## config.mk

```make
export PLATFORM = sky130hd
export DESIGN_NAME = quad_position_tracker_flat
export DESIGN_NICKNAME = d
export VERILOG_FILES = /design/src/rtl/quad_pkg.sv /design/src/rtl/quad_position_tracker_if.sv /design/src/rtl/quad_rate_meter.sv /design/src/rtl/quad_position_tracker.sv /design/src/flat_wrapper.sv
export SDC_FILE = /design/constraint.sdc
export NUM_CORES = 1
export LEC_CHECK = 0
export CORE_ASPECT_RATIO = 1.2
export CORE_MARGIN = 8
export CORE_UTILIZATION = 55
export CTS_CLUSTER_SIZE = 14
export DETAILED_ROUTE_END_ITERATION = 7
export PLACE_DENSITY = 0.77
export SYNTH_ARGS = -nofsm -noshare
export SYNTH_HDL_FRONTEND = slang
export SYNTH_SLANG_ARGS = --single-unit
```

## constraint.sdc

```tcl
create_clock -name clk_in -period 2.25 [get_ports clk_in]
set_input_delay 0.45 -clock clk_in [delete_from_list [all_inputs] [get_ports clk_in]]
set_output_delay 0.45 -clock clk_in [all_outputs]
set_load 0.005 [all_outputs]
```

## src/rtl/quad_pkg.sv

```systemverilog
// ============================================================================
// quad_pkg : shared constants for the quadrature encoder chain
// Rev 1.0  : initial release
// ============================================================================
`default_nettype none

package quad_pkg;

  localparam logic DIR_CW  = 1'b1;
  localparam logic DIR_ACW = 1'b0;

  // Defaults shared with the decoder and the game top
  localparam int   DEF_POS_W      = 8;
  localparam int   DEF_POS_MAX    = 255;
  localparam int   DEF_HOME_POS   = 0;
  localparam bit   DEF_WRAP_EN    = 1'b0;
  localparam int   DEF_WIN_CYCLES = 1000000;
  localparam int   DEF_RATE_W     = 8;

endpackage

`default_nettype wire

```

## src/rtl/quad_position_tracker_if.sv

```systemverilog
// ============================================================================
// quad_position_tracker_if : position-change event valid/ready channel
// Rev 1.0  : initial release
// ============================================================================
`default_nettype none

interface quad_position_tracker_if #(
  parameter int POS_W = 8
);

  logic             evt_valid_out;
  logic             evt_ready_in;
  logic [POS_W-1:0] evt_pos_out;
  logic             evt_dir_out;
  logic             evt_ovf_out;

  modport master (
    output evt_valid_out,
    input  evt_ready_in,
    output evt_pos_out,
    output evt_dir_out,
    output evt_ovf_out
  );

  modport slave (
    input  evt_valid_out,
    output evt_ready_in,
    input  evt_pos_out,
    input  evt_dir_out,
    input  evt_ovf_out
  );

endinterface

`default_nettype wire

```

## src/rtl/quad_rate_meter.sv

```systemverilog
// ============================================================================
// quad_rate_meter : counts step pulses per fixed window, saturating
// Rev 1.0  : initial release
// ============================================================================
`default_nettype none

module quad_rate_meter
  import quad_pkg::*;
#(
  parameter int WIN_CYCLES = DEF_WIN_CYCLES,
  parameter int RATE_W     = DEF_RATE_W
) (
  input  wire logic              clk_in,
  input  wire logic              rst_in,
  input  wire logic              step_in,
  output logic [RATE_W-1:0]      rate_out,
  output logic                   rate_valid_out
);

  localparam int WIN_W = $clog2(WIN_CYCLES);
  localparam logic [WIN_W-1:0] WIN_LAST = WIN_W'(WIN_CYCLES - 1);

  logic [WIN_W-1:0]  win_cnt;
  logic [RATE_W-1:0] step_cnt;
  logic [RATE_W-1:0] step_cnt_nx;
  logic              terminal;

  assign terminal = (win_cnt == WIN_LAST);

  // Includes the terminal cycle's own step so no pulse falls between windows
  assign step_cnt_nx = (step_in && (step_cnt != {RATE_W{1'b1}})) ?
                       step_cnt + RATE_W'(1) : step_cnt;

  always_ff @(posedge clk_in or negedge rst_in) begin
    if (!rst_in) begin
      win_cnt        <= '0;
      step_cnt       <= '0;
      rate_out       <= '0;
      rate_valid_out <= 1'b0;
    end else begin
      if (terminal) begin
        win_cnt        <= '0;
        step_cnt       <= '0;
        rate_out       <= step_cnt_nx;
        rate_valid_out <= 1'b1;
      end else begin
        win_cnt        <= win_cnt + WIN_W'(1);
        step_cnt       <= step_cnt_nx;
        rate_valid_out <= 1'b0;
      end
    end
  end

endmodule

`default_nettype wire

```

## src/rtl/quad_position_tracker.sv

```systemverilog
// ============================================================================
// quad_position_tracker : bounded position, home-on-index, events and rate
// Rev 1.0  : initial release
// ============================================================================
`default_nettype none

module quad_position_tracker
  import quad_pkg::*;
#(
  parameter int POS_W      = DEF_POS_W,
  parameter int POS_MAX    = DEF_POS_MAX,
  parameter int HOME_POS   = DEF_HOME_POS,
  parameter bit WRAP_EN    = DEF_WRAP_EN,
  parameter int WIN_CYCLES = DEF_WIN_CYCLES,
  parameter int RATE_W     = DEF_RATE_W
) (
  input  wire logic              clk_in,
  input  wire logic              rst_in,
  input  wire logic              cw_in,
  input  wire logic              acw_in,
  input  wire logic              idx_in,
  input  wire logic              clr_in,
  output logic [POS_W-1:0]       pos_out,
  output logic                   dir_out,
  output logic                   lim_out,
  output logic [RATE_W-1:0]      rate_out,
  output logic                   rate_valid_out,
  quad_position_tracker_if.master evt
);

  localparam logic [POS_W-1:0] P_MAX  = POS_W'(POS_MAX);
  localparam logic [POS_W-1:0] P_HOME = POS_W'(HOME_POS);

  logic             idx_s1, idx_s2, idx_s3;
  logic             idx_rise;
  logic             up_step, dn_step;
  logic [POS_W-1:0] pos_nx;
  logic             dir_nx;
  logic             lim_nx;
  logic             evt_gen;
  logic             slot_free;
  logic             handshake;

  // idx_s3 only remembers the synchronised level for edge detection
  always_ff @(posedge clk_in or negedge rst_in) begin
    if (!rst_in) begin
      idx_s1 <= 1'b0;
      idx_s2 <= 1'b0;
      idx_s3 <= 1'b0;
    end else begin
      idx_s1 <= idx_in;
      idx_s2 <= idx_s1;
      idx_s3 <= idx_s2;
    end
  end

  assign idx_rise = idx_s2 & ~idx_s3;
  assign up_step  = cw_in & ~acw_in;
  assign dn_step  = acw_in & ~cw_in;

  always_comb begin
    pos_nx  = pos_out;
    dir_nx  = dir_out;
    lim_nx  = 1'b0;
    evt_gen = 1'b0;
    if (clr_in || idx_rise) begin
      pos_nx  = P_HOME;
      evt_gen = 1'b1;
    end else if (up_step) begin
      dir_nx = DIR_CW;
      if (pos_out == P_MAX) begin
        if (WRAP_EN) begin
          pos_nx  = '0;
          evt_gen = 1'b1;
        end else begin
          lim_nx = 1'b1;
        end
      end else begin
        pos_nx  = pos_out + POS_W'(1);
        evt_gen = 1'b1;
      end
    end else if (dn_step) begin
      dir_nx = DIR_ACW;
      if (pos_out == '0) begin
        if (WRAP_EN) begin
          pos_nx  = P_MAX;
          evt_gen = 1'b1;
        end else begin
          lim_nx = 1'b1;
        end
      end else begin
        pos_nx  = pos_out - POS_W'(1);
        evt_gen = 1'b1;
      end
    end
  end

  always_ff @(posedge clk_in or negedge rst_in) begin
    if (!rst_in) begin
      pos_out <= P_HOME;
      dir_out <= 1'b0;
      lim_out <= 1'b0;
    end else begin
      pos_out <= pos_nx;
      dir_out <= dir_nx;
      lim_out <= lim_nx;
    end
  end

  assign handshake = evt.evt_valid_out & evt.evt_ready_in;
  assign slot_free = ~evt.evt_valid_out | evt.evt_ready_in;

  always_ff @(posedge clk_in or negedge rst_in) begin
    if (!rst_in) begin
      evt.evt_valid_out <= 1'b0;
      evt.evt_pos_out   <= '0;
      evt.evt_dir_out   <= 1'b0;
      evt.evt_ovf_out   <= 1'b0;
    end else begin
      if (evt_gen && slot_free) begin
        evt.evt_valid_out <= 1'b1;
        evt.evt_pos_out   <= pos_nx;
        evt.evt_dir_out   <= dir_nx;
      end else if (handshake) begin
        evt.evt_valid_out <= 1'b0;
      end
      // A drop implies a busy slot, so it can never coincide with a handshake
      if (evt_gen && !slot_free) begin
        evt.evt_ovf_out <= 1'b1;
      end else if (handshake) begin
        evt.evt_ovf_out <= 1'b0;
      end
    end
  end

  quad_rate_meter #(
    .WIN_CYCLES (WIN_CYCLES),
    .RATE_W     (RATE_W)
  ) u_rate_meter (
    .clk_in         (clk_in),
    .rst_in         (rst_in),
    .step_in        (up_step | dn_step),
    .rate_out       (rate_out),
    .rate_valid_out (rate_valid_out)
  );

endmodule

`default_nettype wire
```

## src/flat_wrapper.sv

```systemverilog
// flat-port wrapper written by rule: the top's interface ports become plain ports
module quad_position_tracker_flat import quad_pkg::*;
#(
  parameter int POS_W      = DEF_POS_W,
  parameter int POS_MAX    = DEF_POS_MAX,
  parameter int HOME_POS   = DEF_HOME_POS,
  parameter bit WRAP_EN    = DEF_WRAP_EN,
  parameter int WIN_CYCLES = DEF_WIN_CYCLES,
  parameter int RATE_W     = DEF_RATE_W
)
  (clk_in, rst_in, cw_in, acw_in, idx_in, clr_in, pos_out, dir_out, lim_out, rate_out, rate_valid_out, evt_evt_valid_out, evt_evt_ready_in, evt_evt_pos_out, evt_evt_dir_out, evt_evt_ovf_out);
  quad_position_tracker_if #(.POS_W(POS_W)) evt_i ();
  input  wire logic clk_in;
  input  wire logic rst_in;
  input  wire logic cw_in;
  input  wire logic acw_in;
  input  wire logic idx_in;
  input  wire logic clr_in;
  output logic [POS_W-1:0] pos_out;
  output logic dir_out;
  output logic lim_out;
  output logic [RATE_W-1:0] rate_out;
  output logic rate_valid_out;
  output wire logic [$bits(evt_i.evt_valid_out)-1:0] evt_evt_valid_out;
  input wire logic [$bits(evt_i.evt_ready_in)-1:0] evt_evt_ready_in;
  output wire logic [$bits(evt_i.evt_pos_out)-1:0] evt_evt_pos_out;
  output wire logic [$bits(evt_i.evt_dir_out)-1:0] evt_evt_dir_out;
  output wire logic [$bits(evt_i.evt_ovf_out)-1:0] evt_evt_ovf_out;
  assign evt_evt_valid_out = evt_i.evt_valid_out;
  assign evt_i.evt_ready_in = evt_evt_ready_in;
  assign evt_evt_pos_out = evt_i.evt_pos_out;
  assign evt_evt_dir_out = evt_i.evt_dir_out;
  assign evt_evt_ovf_out = evt_i.evt_ovf_out;
  quad_position_tracker #(.POS_W(POS_W), .POS_MAX(POS_MAX), .HOME_POS(HOME_POS), .WRAP_EN(WRAP_EN), .WIN_CYCLES(WIN_CYCLES), .RATE_W(RATE_W)) u_core (.clk_in(clk_in), .rst_in(rst_in), .cw_in(cw_in), .acw_in(acw_in), .idx_in(idx_in), .clr_in(clr_in), .pos_out(pos_out), .dir_out(dir_out), .lim_out(lim_out), .rate_out(rate_out), .rate_valid_out(rate_valid_out), .evt(evt_i));
endmodule
```

==> run summary, run 1 <==
Initial Utilization = 56.98%
post-synthesis register bit count = 61
Main synth FF type = dfrtp_1
Worst Path Arrival = 2290 ps
routed wire length = 6366 µm
layout cells sized above 1 = 12.98%
startpoint types = register
syn_area_per_cell = 9.927 µm²
worst reg2reg path depth = 7
post-detailed-route wirelength per cell = 15.01 µm
number of global-route vias before repair = 2390
final worst path period share = 91.84%
Synth Area in Compound Gates = 11.60%
largest net degree at the start of global routing = 62
CP Capture Type = register
row count = 29
setup violators final = 0
Clock Skew = 4.518 ps
total track usage = 16.60%
Post-synth EDFFs = 0
Pleak = 1.673 nW
post-route minimum period = 2066 ps
routing usage on met2 = 26.44%
post-synthesis async set-or-reset flop share = 100.0%
Simple-Gate Fraction of Synth Area = 24.00%
CORE AREA = 0.005261 mm²
# clock sinks = 61
Sw Ratio = 28.53%
VDD IR max = 0.5913 mV
M1 GR Usage = 19.82%
Internal = 1.950 mW
drt via density = 5.738
Critical Path Fanout Max = 5
Sw Pwr = 0.7785 mW
IO Count = 37
Vias = 2433
post-synthesis mux area share = 1.753%
global route overflow = 0
post-DP HPWL = 4643 µm
CTS tree = done
synth unique cells = 50
maxcap violations = 0
Critical Path RT = 2470 ps
port bufs = 36
RSZ-0062 raised after global routing = no
Seq/Total Area, Yosys = 50.92%
CTS Buffer Depth = 2
first-pass GRT wire length = 11130 µm
Setup CP Type = register to register
CTS resizes = 0
Final nets = 371
Top Usage Layer GRT = met2
Final ANT Viol Nets = 0
Die Wd = 83.40 µm
clock root cell = clkbuf_8
initial antenna violation count = 0
status = completed
TritonRoute pass-1 iters = 4
fmax = 0.4839 GHz
Netlist Area Pre-Place = 0.002998 mm²
Finished Layout Cells = 424
GRT met3 Usage = 4.027%
relative slew slack = 53.88%
clk slew on worst S/H paths = 60 ps
drt drc = 0
Starting DRT DRC Count = 153
die area = 0.008079 mm²
postcts setup bufs = 0
synthesized-area fraction occupied by adder cells = 2.922%
warnings from Yosys = 0
Synth Net Count = 316
Slew @ Worst Pin = 686.5 ps
Slew Limit Fails = 0
Placer Congestion = 0.9789
R2R Path End = u_core.evt.evt_dir_out
CTS buffer count = 9
final core occ = 71.01%
Cells after Synth = 302
number of placed cells counting well taps = 408
Combinational Power Share = 18.0%
reg2reg start = u_core.pos_out[0]
Hold Vio Cnt, Final = 0
xor and xnor area share after synthesis = 5.843%
FF-to-FF setup slack = 180 ps
main combinational cell family by area after synthesis = simple AND/OR/NAND/NOR gates
Power Total = 2.729 mW
Hold Buf Count CTS = 0
Die H = 96.88 µm
Clk pwr share = 34.2%
H-tree Lvls = 3
most frequent cells in the layout = dfrtp_1, nor2_1, clkdlybuf4s50_1, nand2_1, nand3_1
Synth-to-Final Area Change = 24.62%
antenna cells = 0
power share of the sequential group = 47.7%
Hold WC Path Type = primary input to asynchronous set/reset pin
Power per Cell Area = 730.4 mW/mm²
most common cell after layout, fill and taps aside = dfrtp_1
clock latency on the worst-skew pair = 340 ps
layout make-up:
class | count | area (µm²)
Clock buffer | 13 | 178.9
Clock inverter | 3 | 17.52
Fill cell | 406 | 1525
Inverter | 10 | 37.54
Multi-Input combinational cell | 221 | 1383
Sequential cell | 61 | 1526
Tap cell | 62 | 77.57
Timing Repair Buffer | 54 | 515.5
flip-flops by register name, summed over array words and instances, names as in the netlist:
register,count
u_core.idx_s2,1
u_core.u_rate_meter.win_cnt,20
u_core.lim_out,1
u_core.evt.evt_valid_out,1
u_core.u_rate_meter.rate_out,8
u_core.pos_out,8
u_core.evt.evt_dir_out,1
u_core.evt.evt_ovf_out,1
u_core.idx_s3,1
u_core.evt.evt_pos_out,8
u_core.u_rate_meter.rate_valid_out,1
u_core.idx_s1,1
u_core.u_rate_meter.step_cnt,8
u_core.dir_out,1
through the flow:
| step | worst slack (ps) | hold slack (ps) | instance area (µm²) | TNS [ps] |
|---|---|---|---|---|
| 3_5_place_dp | -104.3 | 334.7 | 3540 | -624.9 |
| 3_3_place_gp | -64.62 | 338.2 | 3540 | -259.6 |
| 2_1_floorplan | 334.1 | 154.4 | 2998 | 0 |
| 4_1_cts | 176.1 | 109.8 | 3736 | 0 |
| 5_1_grt | 51.63 | 131.9 | 3736 | 0 |
| 6_report | 183.6 | 97.17 | 3736 | 0 |
cells by family after synthesis:
family,Yosys count
adders and majority gates,7
and+or+nand+nor,137
xor gates and xnor gates,20
DFF,61
muxes,5
AOI/OAI and AO/OA,52
buffers and inverters,20
cells in the mapped netlist, types with 3 or more instances:
master    instances  area [µm²]
a21oi_1           9       45.04
a31oi_1           3       18.77
and3_1            7       43.79
and4_1            4       35.03
buf_2             5       25.02
clkbuf_1          4       15.01
dfrtp_1          61        1526
ha_1              7       87.58
inv_1            10       37.54
mux2i_1           3       30.03
nand2_1          28       105.1
nand2b_1          3       18.77
nand3_1          18       90.09
nand4_1           5       31.28
nand4b_1          4       35.03
nor2_1           38       142.6
nor2b_1           4       25.02
nor3_1            7       35.03
nor3_2            4       40.04
nor4_1            3       18.77
o21ai_0           9       45.04
o21ai_1          10       50.05
o31ai_1           3       22.52
or3_1             3       18.77
xnor2_1          11       96.34
xor2_1            9       78.83
worst max-delay path, cell delays in order, from the launching register on:
cell      delay, ps
dfrtp_1         440
inv_1           150
ha_1            230
nor3b_1         280
a21boi_1        120
buf_4           170
o31ai_4         200
mux2_1          350
layer usage:
| layer | vias to the layer above | wire (µm) |
|---|---|---|
| met2 | 70 | 3086 |
| met4 | 0 | 145 |
| met5 | - | 0 |
| met3 | 10 | 339 |
| li1 | 1178 | - |
| met1 | 1175 | 2795 |
power by group through the flow:
| stage | Sequential (mW) | Clock [mW] | Combinational, mW |
|---|---|---|---|
| floorplan | 1.30 | 0 | 0.301 |
| global placement | 1.32 | 0 | 0.484 |
| detailed placement | 1.32 | 0 | 0.495 |
| CTS | 1.30 | 0.960 | 0.499 |
| global route | 1.32 | 1.01 | 0.554 |
| finish | 1.30 | 0.935 | 0.492 |
how the worst max path moves through the flow:
stage / start / endpoint / slack, ps
floorplan: u_core.pos_out[0] / u_core.evt.evt_dir_out / 330
global placement: acw_in / u_core.evt.evt_pos_out[2] / -60
detailed placement: acw_in / u_core.evt.evt_pos_out[2] / -100
CTS: u_core.pos_out[0] / u_core.evt.evt_dir_out / 180
global route: u_core.pos_out[0] / u_core.evt.evt_pos_out[2] / 50
finish: u_core.pos_out[0] / u_core.evt.evt_dir_out / 180
Note: power is estimated with default switching activity, not from simulation.
==> run 2, diff against run 1 <==
HOLD_SLACK_MARGIN = 0.05   (was not set)
REMOVE_ABC_BUFFERS = 1   (was not set)
==> run summary, run 2 (synthesis results as in run 1) <==
status = completed
worst reg2reg path depth = 7 (unchanged)
total track usage = 17.20% (+0.60 points)
Synth-to-Final Area Change = 23.04%
Worst Path Arrival = 2350 ps (+60 ps)
reg2reg start = u_core.pos_out[1]
# clock sinks = 61 (unchanged)
CTS tree = done
maxcap violations = 0 (unchanged)
Slew Limit Fails = 0 (unchanged)
Hold Buf Count CTS = 0 (unchanged)
CORE AREA = 0.005261 mm² (unchanged)
CP peak stage delay = 470 ps (+30 ps)
most frequent cells in the layout = dfrtp_1, nor2_1, clkdlybuf4s50_1, nand2_1, nand3_1
Die Wd = 83.40 µm (unchanged)
TritonRoute pass-1 iters = 4 (unchanged)
layout cells sized above 1 = 11.73% (-1.3 points)
clk slew on worst S/H paths = 60 ps (about the same)
post-route minimum period = 2100 ps (+33.97 ps)
Final ANT Viol Nets = 0 (unchanged)
Placer Congestion = 0.9458 (-3.4%)
port bufs = 36 (unchanged)
IO Count = 37 (unchanged)
largest net degree at the start of global routing = 62 (unchanged)
row count = 29 (unchanged)
routed wire length = 6643 µm (+4.4%)
Largest Register = u_core.u_rate_meter.win_cnt
Power per Cell Area = 741.8 mW/mm² (+1.6%)
clock root cell = clkbuf_8
Hold WC Path Type = primary input to asynchronous set/reset pin
first-pass GRT wire length = 11680 µm (+5.0%)
max reg flops = 20 (unchanged)
Slew @ Worst Pin = 641.9 ps (-44.53 ps)
Starting DRT DRC Count = 158 (+3.3%)
initial antenna violation count = 0 (unchanged)
CP Capture Type = register
drt via density = 5.836 (+1.7%)
H-tree Lvls = 3 (unchanged)
CP max-delay cell = clkdlybuf4s50_1
R2R Path End = u_core.evt.evt_pos_out[2]
number of global-route vias before repair = 2503 (+4.7%)
Final nets = 367 (-1.1%)
relative slew slack = 56.88% (+3.0 points)
RSZ-0062 raised after global routing = no
Initial Utilization = 56.98% (unchanged)
startpoint types = primary input
CTS buffer count = 9 (unchanged)
Clock Skew = 3.677 ps (-0.8402 ps)
CP delay by family, top = compound AO/OA/AOI/OAI gates
Vias = 2451 (+0.74%)
worst path cell trace = clkdlybuf4s50_1 -> inv_1 -> ha_1 -> nor2b_1 -> a21boi_1 -> or2_2 -> nand3_1 -> o21ai_0
Hold WS = 103.4 ps (+6.240 ps)
postcts setup bufs = 0 (unchanged)
drt drc = 0 (unchanged)
die area = 0.008079 mm² (unchanged)
CP Buf/Inv Count = 2 (unchanged)
VDD IR max = 0.6628 mV (+12%)
CTS resizes = 0 (unchanged)
Critical Path Fanout Max = 6 (+1)
Power Total = 2.736 mW (+0.26%)
Critical Path RT = 2500 ps (+30 ps)
clock latency on the worst-skew pair = 340 ps (about the same)
post-detailed-route wirelength per cell = 15.82 µm (+5.3%)
post-DP HPWL = 4599 µm (-0.96%)
FF-to-FF setup slack = 160 ps (-20 ps)
antenna cells = 0 (unchanged)
final worst path period share = 93.35% (+1.5 points)
fmax = 0.4761 GHz (-1.6%)
fill cell count = 391 (-3.7%)
Pleak = 1.651 nW (-1.3%)
global route overflow = 0 (unchanged)
most common cell after layout, fill and taps aside = dfrtp_1
setup violators final = 0 (unchanged)
Die H = 96.88 µm (unchanged)
Setup CP Type = primary input to register
Hold Vio Cnt, Final = 0 (unchanged)
CTS Buffer Depth = 2 (unchanged)
[run 2: worst max-delay path by stage]
stage,from,to,slack (ps),cells past startpoint
final,acw_in,u_core.evt.evt_pos_out[2],150,8
after global routing,u_core.pos_out[1],u_core.evt.evt_pos_out[2],40,7
after CTS,acw_in,u_core.evt.evt_pos_out[2],140,8
after detailed placement,acw_in,u_core.evt.evt_pos_out[2],-170,8
after global placement,acw_in,u_core.evt.evt_pos_out[2],-160,8
after floorplan,u_core.u_rate_meter.win_cnt[8],u_core.u_rate_meter.rate_out[0],190,3
[run 2: routing by layer]
layer	track usage (%)	part of all wire, %	vias up
li1	-	-	1171
met1	19.54	42	1191
met2	29.50	51	78
met3	4.279	5.6	11
met4	7.724	1.7	0
met5	0	0	-
[run 2: per-stage QoR]
step | cell area [µm²] | cells | setup TNS, ps | worst slack, ps | util [%]
6_report | 3689 | 420 | 0 | 149.6 | 70.11
5_1_grt | 3689 | 420 | 0 | 39.57 | 70.11
4_1_cts | 3689 | 420 | 0 | 143.7 | 70.11
3_5_place_dp | 3497 | 404 | -1016 | -170.7 | 66.47
3_3_place_gp | 3497 | 404 | -833.8 | -159.3 | 66.47
2_1_floorplan | 2947 | 292 | 0 | 192.1 | -
[run 2: final cells by class]
cell class              count  area, µm²  share of cell area, %
multi-input cells         221       1383                  37.48
clock inverters             5      50.05                  1.357
repair buffers             50      473.0                  12.82
well taps                  62      77.57                  2.103
clock buffers              11      141.4                  3.833
inverters                  10      37.54                  1.018
flip-flops and latches     61       1526                  41.38
[run 2: power by group]
group / total, mW / internal, mW / switching (mW)
Combinational: 0.479 / 0.231 / 0.247
Sequential: 1.31 / 1.20 / 0.117
Clock: 0.945 / 0.534 / 0.411
Total: 2.74 / 1.96 / 0.775
==> patch: new RTL, settings of run 1 <==
Set the package constant `DEF_RATE_W` to 10 (it was 8).
--- a/src/rtl/quad_pkg.sv
+++ b/src/rtl/quad_pkg.sv
@@ -15,7 +15,7 @@
   localparam int   DEF_HOME_POS   = 0;
   localparam bit   DEF_WRAP_EN    = 1'b0;
   localparam int   DEF_WIN_CYCLES = 1000000;
-  localparam int   DEF_RATE_W     = 8;
+  localparam int   DEF_RATE_W     = 10;
 
 endpackage
 
Interface: changed (resized rate_out); port bits go from 37 to 39. No check against the original RTL was run, so the function may have changed too.
==> patch against run 1 <==
Hold slack better by 0.0072 ns. Area after synthesis grew 7.0%. Largest cell class unchanged. Cell area is 5.4% higher. Highest routed layer unchanged. Cell count increased by 5.2%. Count of clock-buffer cells in the layout decreased by 4. Setup slack got worse by 0.0059 ns. Total power rose by 7.6%. Combinational power rose by 20%. Critical path depth decreased by 1. Sequential cell count is 4 higher. Routed wire length increased by 10%. Critical path type is now in -> reg.
==> patch: results (changes against run 1) <==
GRT
The met2 usage came to 29.6% (was 26.4%). The global-route wire length before repair was 11,900 um (was 11,100 um). The number of global-route vias before repair was 2,651 (was 2,390). The global routing met1 resource utilization is 19.2% (was 19.8%). The met3 routing resource usage after global routing was 4.70% (was 4.03%). The maximum number of pins on one net before global-route repair is 66 (was 62). The overall routing resource usage is 17.4% (was 16.6%). The initial antenna violation count came to 0 (unchanged).

Yosys
The predominant post-synthesis flop cell is dfrtp_1 (unchanged). The post-synthesis cell type count was 53 (was 50). Top cell types by occurrence after synthesis: dfrtp_1, nand2_1, nor2_1 (was dfrtp_1, nor2_1, nand2_1). The portion of the post-synthesis area used by sequential elements came to 50.7% (was 50.9%).

The net count after synthesis is 335 (was 316). Leading post-synthesis cells by cell area: dfrtp_1, nand2_1, nor2_1, nand3_1, xnor2_1 (was dfrtp_1, nor2_1, nand2_1, xnor2_1, nand3_1). The post-synthesis average cell area is 9.99 um^2 (was 9.93 um^2).

Timing
The pin slew with the least headroom to its limit is 0.537 ns (was 0.686 ns). The worst-case clock skew is 0.00726 ns (was 0.00452 ns).

Detailed routing
The total routed wire length on the met1 layer is 2950 um (was 2800 um). The via density per instance was 5.74 (about the same). The met2 wirelength from detailed routing is 3520 um (was 3090 um). The routed length per instance was 15.7 um (was 15.0 um). The starting DRC count in detailed routing came to 98 (was 153). The met3 wire length is 317 um (was 339 um).

Placed design
The final weighted congestion of routability-driven global placement is 0.905 (was 0.979). The half-perimeter wire length of the detailed placement result is 4910 um (was 4640 um). The number of I/O port buffers was 38 (was 36). The number of placed cells counting well taps is 431 (was 408).

Run status
Outcome: finished, final reports clean (unchanged).

Setup path
The largest delay contributor family on the critical path is compound AO/OA/AOI/OAI gates (was flip-flops). The delay contributed by the slowest stage of the critical path is 0.51 ns (was 0.44 ns). The slowest cell on the critical path is ha_1 (was dfrtp_1). The maximum fanout along the worst path is 13 (was 5).

Cells and area
The count of placed standard cells in the final layout, fillers left out was 446 (was 424). The share of cells above drive strength 1 came to 11.5% (was 13.0%). The post-layout net count was 392 (was 371).

Clock network
The number of buffers created by CTS is 9 (unchanged). The H-tree depth reported by CTS was 3 (unchanged). The cell at the root of the clock tree was clkbuf_8 (unchanged).

Min path
The kind of path behind the tightest hold check is in -> async (unchanged).

Power
The worst ir drop on vdd is 502 uV (was 591 uV). The leakage power total is 1.78 nW (was 1.67 nW).
## patch: final timing paths
check                                       start                             end  slack [ns]  cells after the start
worst max-delay path                        cw_in       u_core.evt.evt_pos_out[5]        0.18                      6
worst min-delay path                       rst_in  u_core.u_rate_meter.win_cnt[4]        0.10                      2
worst max register to register  u_core.pos_out[0]       u_core.evt.evt_pos_out[6]        0.18                      7
worst min register to register      u_core.idx_s1                   u_core.idx_s2        0.36                      0
max in group asynchronous                  rst_in                  u_core.dir_out        1.86                      2
min in group clk_in                 u_core.idx_s1                   u_core.idx_s2        0.36                      0
## patch: per-stage QoR
stage	utilization (%)	hold slack (ns)	total power, mW	instance area, um^2	setup WS (ns)
detailed placement	66.7	0.343	2.00	3750	-0.145
floorplan	-	0.154	1.75	3210	0.427
CTS	70.0	0.122	2.96	3940	0.201
finish	70.0	0.104	2.94	3940	0.178
global placement	66.7	0.341	1.99	3750	-0.124
global route	70.0	0.136	3.08	3940	0.0395
## patch: cells by family after synthesis
kind of cell	share of synthesized area, %
AO/OA/AOI/OAI	12.6
XOR/XNOR	5.74
adder cells (fa/ha/maj)	2.73
buffers and inverters	3.00
flip-flops	50.7
multiplexers	1.25
AND/OR/NAND/NOR	24.0
## patch: area by class of cell
cell class	instances	area (um^2)
timing repair buffer	56	523
sequential	65	1630
tap	64	80.1
multi-input combinational	235	1480
clock buffer	9	124
clock inverter	6	60.1
inverter	11	41.3
fill	447	1690
## patch: power by group
| part | switching, mW | leakage (nW) | total (mW) | internal [mW] |
|---|---|---|---|---|
| clock | 0.443 | 0.0909 | 0.942 | 0.499 |
| sequential | 0.127 | 0.805 | 1.40 | 1.28 |
| combinational | 0.294 | 0.881 | 0.592 | 0.298 |
| total | 0.864 | 1.78 | 2.94 | 2.07 |
